## src/rtl/regfile_pkg.sv

```systemverilog
// Shared types and constants for the register-file writeback path:
// default widths, the hard-wired zero register, requester identity and the write command.
package regfile_pkg;

  localparam int DATA_W = 32;
  localparam int ADDR_W = 5;
  localparam int CNT_W  = 16;

  localparam logic [ADDR_W-1:0] REG_ZERO = 5'd0;

  typedef enum logic {
    REQ_ALU = 1'b0,
    REQ_MEM = 1'b1
  } req_e;

  typedef struct packed {
    logic [ADDR_W-1:0] regNum;
    logic [DATA_W-1:0] data;
  } wb_cmd_t;

endpackage

```

## src/rtl/wb_scoreboard.sv

```systemverilog
// Pending-write scoreboard: one bit per architectural register, set at issue,
// cleared at writeback, wiped by flush; two combinational hazard read ports.
module wb_scoreboard import regfile_pkg::*; #(
  parameter int ADDR_W = 5
) (
  input  logic              clock,
  input  logic              reset,
  input  logic              flush,
  input  logic              setEn,
  input  logic [ADDR_W-1:0] setIdx,
  input  logic              clrEn,
  input  logic [ADDR_W-1:0] clrIdx,
  input  logic [ADDR_W-1:0] rdA,
  input  logic [ADDR_W-1:0] rdB,
  output logic              hazardA,
  output logic              hazardB
);

  localparam int NREG = 2 ** ADDR_W;

  logic [NREG-1:0] pending_r;
  logic [NREG-1:0] pendingNext_s;
  logic [NREG-1:0] setMask_s;
  logic [NREG-1:0] clrMask_s;

  // Next pending vector; set is applied after clear so an issue wins over a same-edge writeback
  always_comb begin
    setMask_s     = {NREG{1'b0}};
    clrMask_s     = {NREG{1'b0}};
    pendingNext_s = pending_r;
    if (clrEn) begin
      clrMask_s[clrIdx] = 1'b1;
    end else begin
      clrMask_s = {NREG{1'b0}};
    end
    if (setEn && (setIdx != ADDR_W'(REG_ZERO))) begin
      setMask_s[setIdx] = 1'b1;
    end else begin
      setMask_s = {NREG{1'b0}};
    end
    if (flush) begin
      pendingNext_s = {NREG{1'b0}};
    end else begin
      pendingNext_s = (pending_r & ~clrMask_s) | setMask_s;
    end
  end

  // Pending vector state
  always_ff @(posedge clock or posedge reset) begin
    if (reset) begin
      pending_r <= {NREG{1'b0}};
    end else begin
      pending_r <= pendingNext_s;
    end
  end

  // Register 0 is hard-wired, so it never reports a hazard
  assign hazardA = pending_r[rdA] && (rdA != ADDR_W'(REG_ZERO));
  assign hazardB = pending_r[rdB] && (rdB != ADDR_W'(REG_ZERO));

endmodule

```

## src/rtl/regfile_wb_arbiter.sv

```systemverilog
// Round-robin arbiter sharing the register-file write port between the ALU and load
// writeback paths, with a registered write command, retired-write counter and hazard scoreboard.
module regfile_wb_arbiter import regfile_pkg::*; #(
  parameter int DATA_W = 32,
  parameter int ADDR_W = 5,
  parameter int CNT_W  = 16
) (
  input  logic              clock,
  input  logic              reset,
  input  logic              alu_valid,
  output logic              alu_ready,
  input  logic [ADDR_W-1:0] alu_reg,
  input  logic [DATA_W-1:0] alu_data,
  input  logic              mem_valid,
  output logic              mem_ready,
  input  logic [ADDR_W-1:0] mem_reg,
  input  logic [DATA_W-1:0] mem_data,
  input  logic              issue_valid,
  input  logic [ADDR_W-1:0] issue_dest,
  input  logic              flush,
  input  logic [ADDR_W-1:0] rd_a,
  input  logic [ADDR_W-1:0] rd_b,
  output logic              hazard_a,
  output logic              hazard_b,
  output logic              wr_en,
  output logic [ADDR_W-1:0] wr_reg,
  output logic [DATA_W-1:0] wr_data,
  output logic [CNT_W-1:0]  wb_count
);

  typedef struct packed {
    logic [ADDR_W-1:0] regNum;
    logic [DATA_W-1:0] data;
  } cmd_t;

  req_e              rrPtr_r;
  req_e              rrPtrNext_s;
  logic              grantAlu_s;
  logic              grantMem_s;
  logic              xfer_s;
  logic              writes_s;
  cmd_t              selCmd_s;
  logic              wrEn_r;
  logic [ADDR_W-1:0] wrReg_r;
  logic [DATA_W-1:0] wrData_r;
  logic [CNT_W-1:0]  wbCount_r;

  // Grant decision; the pointer only moves when both sides compete
  always_comb begin
    grantAlu_s  = 1'b0;
    grantMem_s  = 1'b0;
    rrPtrNext_s = rrPtr_r;
    if (reset || flush) begin
      grantAlu_s = 1'b0;
      grantMem_s = 1'b0;
    end else if (alu_valid && mem_valid) begin
      case (rrPtr_r)
        REQ_ALU: begin
          grantAlu_s  = 1'b1;
          rrPtrNext_s = REQ_MEM;
        end
        REQ_MEM: begin
          grantMem_s  = 1'b1;
          rrPtrNext_s = REQ_ALU;
        end
        default: begin
          grantAlu_s  = 1'b1;
          rrPtrNext_s = REQ_MEM;
        end
      endcase
    end else begin
      grantAlu_s = alu_valid;
      grantMem_s = mem_valid;
    end
  end

  // Grant mux
  always_comb begin
    selCmd_s.regNum = alu_reg;
    selCmd_s.data   = alu_data;
    if (grantMem_s) begin
      selCmd_s.regNum = mem_reg;
      selCmd_s.data   = mem_data;
    end else begin
      selCmd_s.regNum = alu_reg;
      selCmd_s.data   = alu_data;
    end
  end

  assign xfer_s   = grantAlu_s || grantMem_s;
  assign writes_s = xfer_s && (selCmd_s.regNum != ADDR_W'(REG_ZERO));

  // Round-robin pointer
  always_ff @(posedge clock or posedge reset) begin
    if (reset) begin
      rrPtr_r <= REQ_ALU;
    end else begin
      rrPtr_r <= rrPtrNext_s;
    end
  end

  // Write command register; a reg-0 transfer retires without touching the register file
  always_ff @(posedge clock or posedge reset) begin
    if (reset) begin
      wrEn_r   <= 1'b0;
      wrReg_r  <= {ADDR_W{1'b0}};
      wrData_r <= {DATA_W{1'b0}};
    end else begin
      wrEn_r <= writes_s;
      if (writes_s) begin
        wrReg_r  <= selCmd_s.regNum;
        wrData_r <= selCmd_s.data;
      end
    end
  end

  // Retired-write counter, free-running wrap
  always_ff @(posedge clock or posedge reset) begin
    if (reset) begin
      wbCount_r <= {CNT_W{1'b0}};
    end else if (xfer_s) begin
      wbCount_r <= wbCount_r + CNT_W'(1);
    end
  end

  wb_scoreboard #(
    .ADDR_W(ADDR_W)
  ) uScoreboard (
    .clock  (clock),
    .reset  (reset),
    .flush  (flush),
    .setEn  (issue_valid),
    .setIdx (issue_dest),
    .clrEn  (xfer_s),
    .clrIdx (selCmd_s.regNum),
    .rdA    (rd_a),
    .rdB    (rd_b),
    .hazardA(hazard_a),
    .hazardB(hazard_b)
  );

  assign alu_ready = grantAlu_s;
  assign mem_ready = grantMem_s;
  assign wr_en     = wrEn_r;
  assign wr_reg    = wrReg_r;
  assign wr_data   = wrData_r;
  assign wb_count  = wbCount_r;

endmodule

```

## config.mk

```make
export PLATFORM = sky130hd
export DESIGN_NAME = regfile_wb_arbiter
export DESIGN_NICKNAME = d
export VERILOG_FILES = /design/src/rtl/regfile_pkg.sv /design/src/rtl/wb_scoreboard.sv /design/src/rtl/regfile_wb_arbiter.sv
export SDC_FILE = /design/constraint.sdc
export NUM_CORES = 1
export LEC_CHECK = 0
export BUFFER_PORTS_ARGS = -buffer_cell sky130_fd_sc_hd__buf_2
export CORE_MARGIN = 10
export CORE_UTILIZATION = 52
export CTS_BUF_LIST = sky130_fd_sc_hd__clkbuf_4 sky130_fd_sc_hd__clkbuf_8 sky130_fd_sc_hd__clkbuf_16
export CTS_CLUSTER_DIAMETER = 60
export DETAILED_ROUTE_END_ITERATION = 16
export GPL_ROUTABILITY_DRIVEN = 0
export PLACE_DENSITY = 0.8
export SLEW_MARGIN = 20
export SYNTH_ARGS = -nofsm -noshare
export SYNTH_HDL_FRONTEND = slang
export SYNTH_HIERARCHICAL = 1
export SYNTH_SLANG_ARGS = --single-unit
```

## constraint.sdc

```tcl
create_clock -name clock -period 2.6 [get_ports clock]
set_clock_uncertainty 0.15 [all_clocks]
set_input_delay 0.26 -clock clock [delete_from_list [all_inputs] [get_ports clock]]
set_output_delay 0.26 -clock clock [all_outputs]
set_load 0.005 [all_outputs]
```

# Word-level counts from Yosys, hierarchy flattened
# Index checks and enable logic that the tools add are counted.
# totals
ff_bits	87
inputBits	95
output_inout_bits	58
wordCells	51
# classes
n_addsub	1
order_cmp	6
mux	19
n_bitwise	5
reduce_logical	14
# op_table
operator	count
2-to-1 mux 32 bit	3
2-to-1 mux 37 bit	1
AND 32 bit	1
NOT 32 bit	1
OR 32 bit	1
< comparator 5 x 6 -> 1 bit (second input constant)	4
nonzero test 5 bit	4
adder 16 x 1 -> 16 bit (second input constant)	1
binary-select mux 1 bit (select 5 bit)	2
demux 1 bit (select 5 bit)	2
>= comparator 5 x 1 -> 1 bit (second input constant)	2
2-to-1 mux 1 bit	10
logical AND 1 bit	7
logical OR 1 bit	2
NOT 1 bit	2
case mux 1 bit (2 select lines)	1
AND reduction 2 bit	1

# Longest topological paths before layout
# Gate-level depths: netlist (run 1).
# depth
ltp_word	13
depth_mapped	10
mapped_depth_nobuf	9

# By module
# Netlist (run 1), hierarchy kept.
# modules_own_cells
module	n_inst	cells_each	area_each_um2	seq_area_each_um2
regfile_wb_arbiter	1	278	3146.8	1376.3
wb_scoreboard	1	234	2030.7	775.7

# Least setup slack after synthesis (run 1)
# Ideal clock, no wire load.
# synth_path
path_kind	input -> register
startpoint	in flush
endpoint	reg uScoreboard.pending_r[11]
setup_time_ns	0.136
arrival_ns	2.014
required_time_ns	2.314
setup_slack_ns	0.300
stages	9
path_buffers	1
path_cell_list	nor2_2 > nand3_1 > inv_2 > clkbuf_1 > nand2_1 > nand2_1 > or3b_2 > o21ai_0 > a21oi_1
# synth_rtl
item	line_no	source
from (decl)	regfile_wb_arbiter.sv:20	input logic flush,
to (signal assigned)	wb_scoreboard.sv:51	pending_r <= {NREG{1'b0}};
to (signal assigned)	wb_scoreboard.sv:53	pending_r <= pendingNext_s;
to (decl)	wb_scoreboard.sv:21	logic [NREG-1:0] pending_r;

# Worst setup path in the final report (run 1)
# layout_path
startpoint	in reset
endpoint	out mem_ready
# layout_between
elab_chain_cells	2
# layout_rtl
item	line_no	source
from (decl)	regfile_wb_arbiter.sv:9	input logic reset,
logical OR 1 bit	regfile_wb_arbiter.sv:53	if (reset || flush) begin
2-to-1 mux 1 bit	regfile_wb_arbiter.sv:53	
to (decl)	regfile_wb_arbiter.sv:15	output logic mem_ready,
# Every way passes these cells.

==> flow_summary.json, run 1 <==
{
  "status": "finished clean",
  "routed_via_density": 5.78,
  "pre_cts_ws_ns": 0.436,
  "pin_count": 153,
  "cpPeakStageDelay_ns": 0.56,
  "worst-path-buf-inv": 5,
  "cp_max_fo": 34,
  "start_util_pct": 53.2,
  "path_class": "primary input to primary output",
  "largest_reg_flops": 32,
  "synth.cell_area_um2": 5180,
  "nFillCells": 809,
  "synth-edff-count": 0,
  "cap_viol_max_count": 0,
  "worstSetupStartpointType": "primary input",
  "wl_per_cell_um": 18.6,
  "cts_buffers": 9,
  "drc": 0,
  "path_cells": "dlygate4sd3_1 > buf_2 > nor2_2 > nand3_1 > inv_2 > buf_6 > buf_2",
  "syn_area_per_cell_um2": 10.1,
  "grt_remaining_overflow": 0,
  "clockBufferDepth": 2,
  "cts_setup_buffers": 0,
  "cts.sinks": 86,
  "grt_pass1_wl_mm": 24.4,
  "rsz0062_at_grt": "no",
  "die_h_um": 120,
  "yosysUniqueCellTypes": 57,
  "final_common_cell": "buf_2",
  "drtPass1Iterations": 5,
  "yosysWarningCount": 6,
  "slew_headroom_pct": 53.9,
  "yosysSeqAreaShare_pct": 41.6,
  "fin_ws_ns": 0.166,
  "hold_viol_final": 0,
  "area_delta_synth_final_pct": 21.9,
  "grtUsageTotal_pct": 20.6,
  "endpoint_kind": "primary output",
  "syn-instance-count": 512,
  "core_area_um2": 9730,
  "peakVddDrop_v": 0.000368,
  "mostFrequentLayoutCells": "buf_2, dfrtp_1, nand2_1",
  "min_period_ns": 2.43,
  "drt-total-wl_mm": 15.0,
  "fin_crit_sh_pct": 93.6,
  "worst_ep_required_time_ns": 2.19,
  "io_buffers": 152,
  "leakagePower_nw": 2.91,
  "ys.flop_type": "dfrtp_1",
  "cp_top_family": "buffers and inverters",
  "die_area_um2": 14300,
  "grt_pass1_vias": 4965,
  "tritoncts": "done",
  "antenna_found_initial": 5,
  "synth_seq_cells": 86,
  "synth_top_cells_by_area": "dfrtp_1, mux2i_1, a221oi_2, nand2_1, a21oi_1",
  "setup_violations": 0,
  "synth_fp_nets": 608,
  "yosysTopAreaCell": "dfrtp_1",
  "drt_iter0_markers": 245,
  "postRouteAntennaNets": 0,
  "nNetsFinal": 759,
  "arrival_ns": 2.02,
  "synth_top_area_share_pct": 41.6,
  "via_count": 4655,
  "synthArstFlopShare_pct": 100,
  "p_per_area_nw_per_um2": 595,
  "grt_max_degree": 42,
  "clkTransAtPathRegs_ns": 0.08,
  "rows": 36,
  "fmax_mhz": 411,
  "clk_latency_ns": 0.35,
  "crit_top_cell": "buf_2",
  "die_x_um": 120,
  "hold_class": "primary input to flop",
  "root_buffer": "clkbuf_8",
  "maxSlewViolCount": 0,
  "tightest_slew_ns": 0.689,
  "critPathSlowestCell": "dlygate4sd3_1",
  "setup_tns_ns": 0,
  "htreeDepth": 3,
  "drive_gt1_share_pct": 35.9,
  "dp.final_hpwl_mm": 11.5
}
==> layer usage <==
metal  share of wire, %  track usage [%]  vias up  routed length [µm]
met3                8.3             6.66       32                1240
met2                 51             35.6      182                7610
met1                 38             22.7     2274                5740
met5              0.047                0        -                   7
met4                2.5             9.13        2                 377
li1                   -                -     2165                   -
==> cells by family after synthesis <==
kind of cell	after synthesis	synth area share, %
flops	86	41.6
compound gates	122	20.3
mux	59	12.8
xor+xnor	16	2.71
simple gates	165	16.3
fa+ha+maj	1	0.242
buf+inv	63	6.04
==> cells in the mapped netlist, types with 10 or more instances <==
| cell | instances |
|---|---|
| nand2_1 | 58 |
| nand3_1 | 17 |
| inv_1 | 36 |
| mux2i_1 | 48 |
| nor2_1 | 40 |
| xnor2_1 | 12 |
| nor2b_1 | 10 |
| a221oi_2 | 30 |
| dfrtp_1 | 86 |
| a21oi_1 | 34 |
| clkbuf_1 | 10 |
| o21ai_0 | 30 |
==> what timing repair did <==
action	4_1_cts	5_1_grt
resized for setup	0	1
endpoints found under the hold margin	45	0
setup endpoints to repair	0	1
hold buffers	1	0
==> path summary, 6_finish.rpt <==
| check | startpoint | endpoint | slack, ns | depth (start not counted) |
|---|---|---|---|---|
| max | reset | mem_ready | 0.17 | 7 |
| min | alu_data[30] | wr_data[30] | 0.03 | 3 |
| max reg2reg | rrPtr_r | uScoreboard/pending_r[11] | 0.43 | 8 |
| min reg2reg | wb_count[15] | wb_count[15] | 0.33 | 1 |
| max in group asynchronous | reset | wr_reg[2] | 1.13 | 4 |
| min in group asynchronous | reset | wb_count[4] | 0.33 | 3 |
==> power breakdown <==
group | total, W | switching, W | internal [W] | leakage [nW]
Sequential | 0.00171 | 0.000177 | 0.00154 | 1.07
Combinational | 0.000967 | 0.000488 | 0.000479 | 1.72
Clock | 0.00107 | 0.000479 | 0.000594 | 0.116
Total | 0.00375 | 0.00114 | 0.00261 | 2.91
==> worst reg2reg max path, cell delays in order (launching register included) <==
cell      delay, ns
dfrtp_1        0.40
nand2b_1       0.14
nand3_1        0.13
buf_4          0.19
nand2_1        0.06
nand2_1        0.18
or3b_2         0.51
o21ai_0        0.18
a21oi_1        0.11
==> final cells by class <==
class,count,area (µm²),share of cell area (%)
multi-input combinational,363,2710,43.0
sequential,86,2150,34.1
timing repair buffer,166,897,14.2
tap,133,166,2.64
clock buffer,11,151,2.40
inverter,37,139,2.20
clock inverter,5,81.3,1.29
antenna,4,10.0,0.159
==> stage by stage <==
step	util (%)	cell area (µm²)	std cells	hold slack (ns)	total power, W
2_1_floorplan	-	5180	512	0.173	0.00226
3_3_place_gp	62.2	6050	784	0.120	0.00266
3_5_place_dp	62.2	6050	784	0.127	0.00271
4_1_cts	64.7	6300	801	0.0240	0.00378
5_1_grt	64.8	6310	804	0.0424	0.00396
6_report	64.9	6310	805	0.0332	0.00375
No activity file was read; power rests on OpenSTA's default activity.
==> run 2: changes to the inputs <==
--- a/config.mk
+++ b/config.mk
@@ -13,6 +13,7 @@
 export DETAILED_ROUTE_END_ITERATION = 16
 export GPL_ROUTABILITY_DRIVEN = 0
 export PLACE_DENSITY = 0.8
+export RECOVER_POWER = 100
 export SLEW_MARGIN = 20
 export SYNTH_ARGS = -nofsm -noshare
 export SYNTH_HDL_FRONTEND = slang
==> run 2 against run 1 <==
- sequential cell count unchanged
- first-iteration DRC count down 3.7%
- worst hold slack got worse by 0.011 ns
- non-clock buffer count unchanged
- critical path depth is 3 higher
- wire length down 0.15%
- critical path type is now primary input to flop
- critical endpoint is now uScoreboard/pending_r[11]
- largest power group unchanged
==> flow_summary.json, run 2 (synthesis gave the netlist of run 1 again) <==
{
  "tightest_slew_ns": 1.03,
  "drive_gt1_share_pct": 23.7,
  "cts.sinks": 86,
  "grt_remaining_overflow": 0,
  "endpoint_kind": "flop",
  "grt_max_degree": 42,
  "status": "finished clean",
  "maxSlewViolCount": 0,
  "worstSetupStartpointType": "primary input",
  "routed_via_density": 5.82,
  "htreeDepth": 3,
  "p_per_area_nw_per_um2": 600,
  "cap_viol_max_count": 0,
  "worst_ep_required_time_ns": 2.68,
  "postRouteAntennaNets": 0,
  "multi_input_area_um2": 2540,
  "antenna_found_initial": 5,
  "grt_pass1_vias": 4965,
  "die_h_um": 120,
  "core_area_um2": 9730,
  "setup_violations": 0,
  "rows": 36,
  "rsz0062_at_grt": "no",
  "die_area_um2": 14300,
  "nNetsFinal": 759,
  "mostFrequentLayoutCells": "buf_2, dfrtp_1, nand2_1",
  "drtPass1Iterations": 5,
  "hold_class": "primary input to flop",
  "grtUsageTotal_pct": 20.6,
  "cpPeakStageDelay_ns": 0.56,
  "fmax_mhz": 422,
  "grt_pass1_wl_mm": 24.4,
  "clockBufferDepth": 2,
  "regArea_um2": 2150,
  "start_util_pct": 53.2,
  "path_cells": "dlygate4sd3_1 > buf_2 > nor2_2 > nand3_1 > inv_2 > nand2_1 > nand2_1 > or3b_2 > o21ai_0 > a21oi_1",
  "cp_max_fo": 8,
  "root_buffer": "clkbuf_8",
  "fin_util_pct": 62.1,
  "cts_buffers": 9,
  "hold_viol_final": 0,
  "critPathSlowestCell": "dlygate4sd3_1",
  "worst-path-buf-inv": 3,
  "clkTransAtPathRegs_ns": 0.09,
  "pin_count": 153,
  "area_delta_synth_final_pct": 16.8,
  "cp_top_family": "simple AND/OR/NAND/NOR gates",
  "leakagePower_nw": 2.71,
  "whs_ns": 0.0221,
  "drc": 0,
  "setup_tns_ns": 0,
  "io_buffers": 152,
  "final_common_cell": "buf_2",
  "min_period_ns": 2.37,
  "dp.final_hpwl_mm": 11.5,
  "largest_reg_flops": 32,
  "peakVddDrop_v": 0.000351,
  "crit_top_cell": "nand2_1",
  "nFillCells": 884,
  "drt-total-wl_mm": 14.9,
  "drt_iter0_markers": 236,
  "tritoncts": "done",
  "fin_crit_sh_pct": 91.2,
  "path_class": "primary input to flop",
  "die_x_um": 120,
  "slew_headroom_pct": 31.7,
  "arrival_ns": 2.46,
  "wl_per_cell_um": 18.6,
  "via_count": 4683,
  "clk_latency_ns": 0.35
}
run 2: final timing paths:
| path | slack, ns | depth (start not counted) | endpoint | from |
|---|---|---|---|---|
| max | 0.23 | 10 | uScoreboard/pending_r[11] | reset |
| min | 0.02 | 3 | wr_data[6] | alu_data[6] |
| max reg2reg | 0.44 | 8 | uScoreboard/pending_r[11] | rrPtr_r |
| min reg2reg | 0.33 | 1 | wb_count[15] | wb_count[15] |
| max in group asynchronous | 0.48 | 4 | wr_reg[2] | reset |
| min in group asynchronous | 0.43 | 3 | wb_count[4] | reset |
run 2: routing by layer:
metal	vias up	routed length (µm)	part of all wire, %	track usage (%)
met2	192	7620	51	35.6
met4	2	432	2.9	9.13
met3	34	1190	7.9	6.66
li1	2168	-	-	-
met1	2287	5700	38	22.7
met5	-	7	0.047	0
run 2: where the power goes:
part	internal (W)	switching (W)	total (W)
registers	0.00154	0.000181	0.00172
clock network	0.000594	0.000477	0.00107
logic	0.000381	0.000456	0.000837
total	0.00251	0.00111	0.00363
run 2: worst min-delay path, cell delays in order:
cell and delay [ns]:
buf_2 0.09, nor2_1 0.09, a221oi_1 0.05
run 2: cell type report:
| type | instances | share of cell area [%] |
|---|---|---|
| antenna | 4 | 0.166 |
| clock inverter | 5 | 1.35 |
| tap | 133 | 2.75 |
| sequential | 86 | 35.6 |
| clock buffer | 11 | 2.50 |
| inverter | 37 | 2.30 |
| multi-input combinational | 363 | 42.1 |
| timing repair buffer | 166 | 13.2 |
run 2: timing repair:
| item | CTS | global route |
|---|---|---|
| endpoints found under the hold margin | 45 | 0 |
| gates resized for setup | 0 | 1 |
| hold buffers | 1 | 0 |
| endpoints found under the setup margin | 0 | 1 |
| buffers inserted | 0 | 0 |
run 2: through the flow:
stage,power (W),worst slack (ns),std cells,cell area (µm²)
after global routing,0.00383,0.0441,804,6040
after floorplan,0.00226,0.300,512,5180
after global placement,0.00266,0.512,784,6050
final,0.00363,0.228,805,6050
after CTS,0.00378,0.0344,801,6300
after detailed placement,0.00271,0.436,784,6050
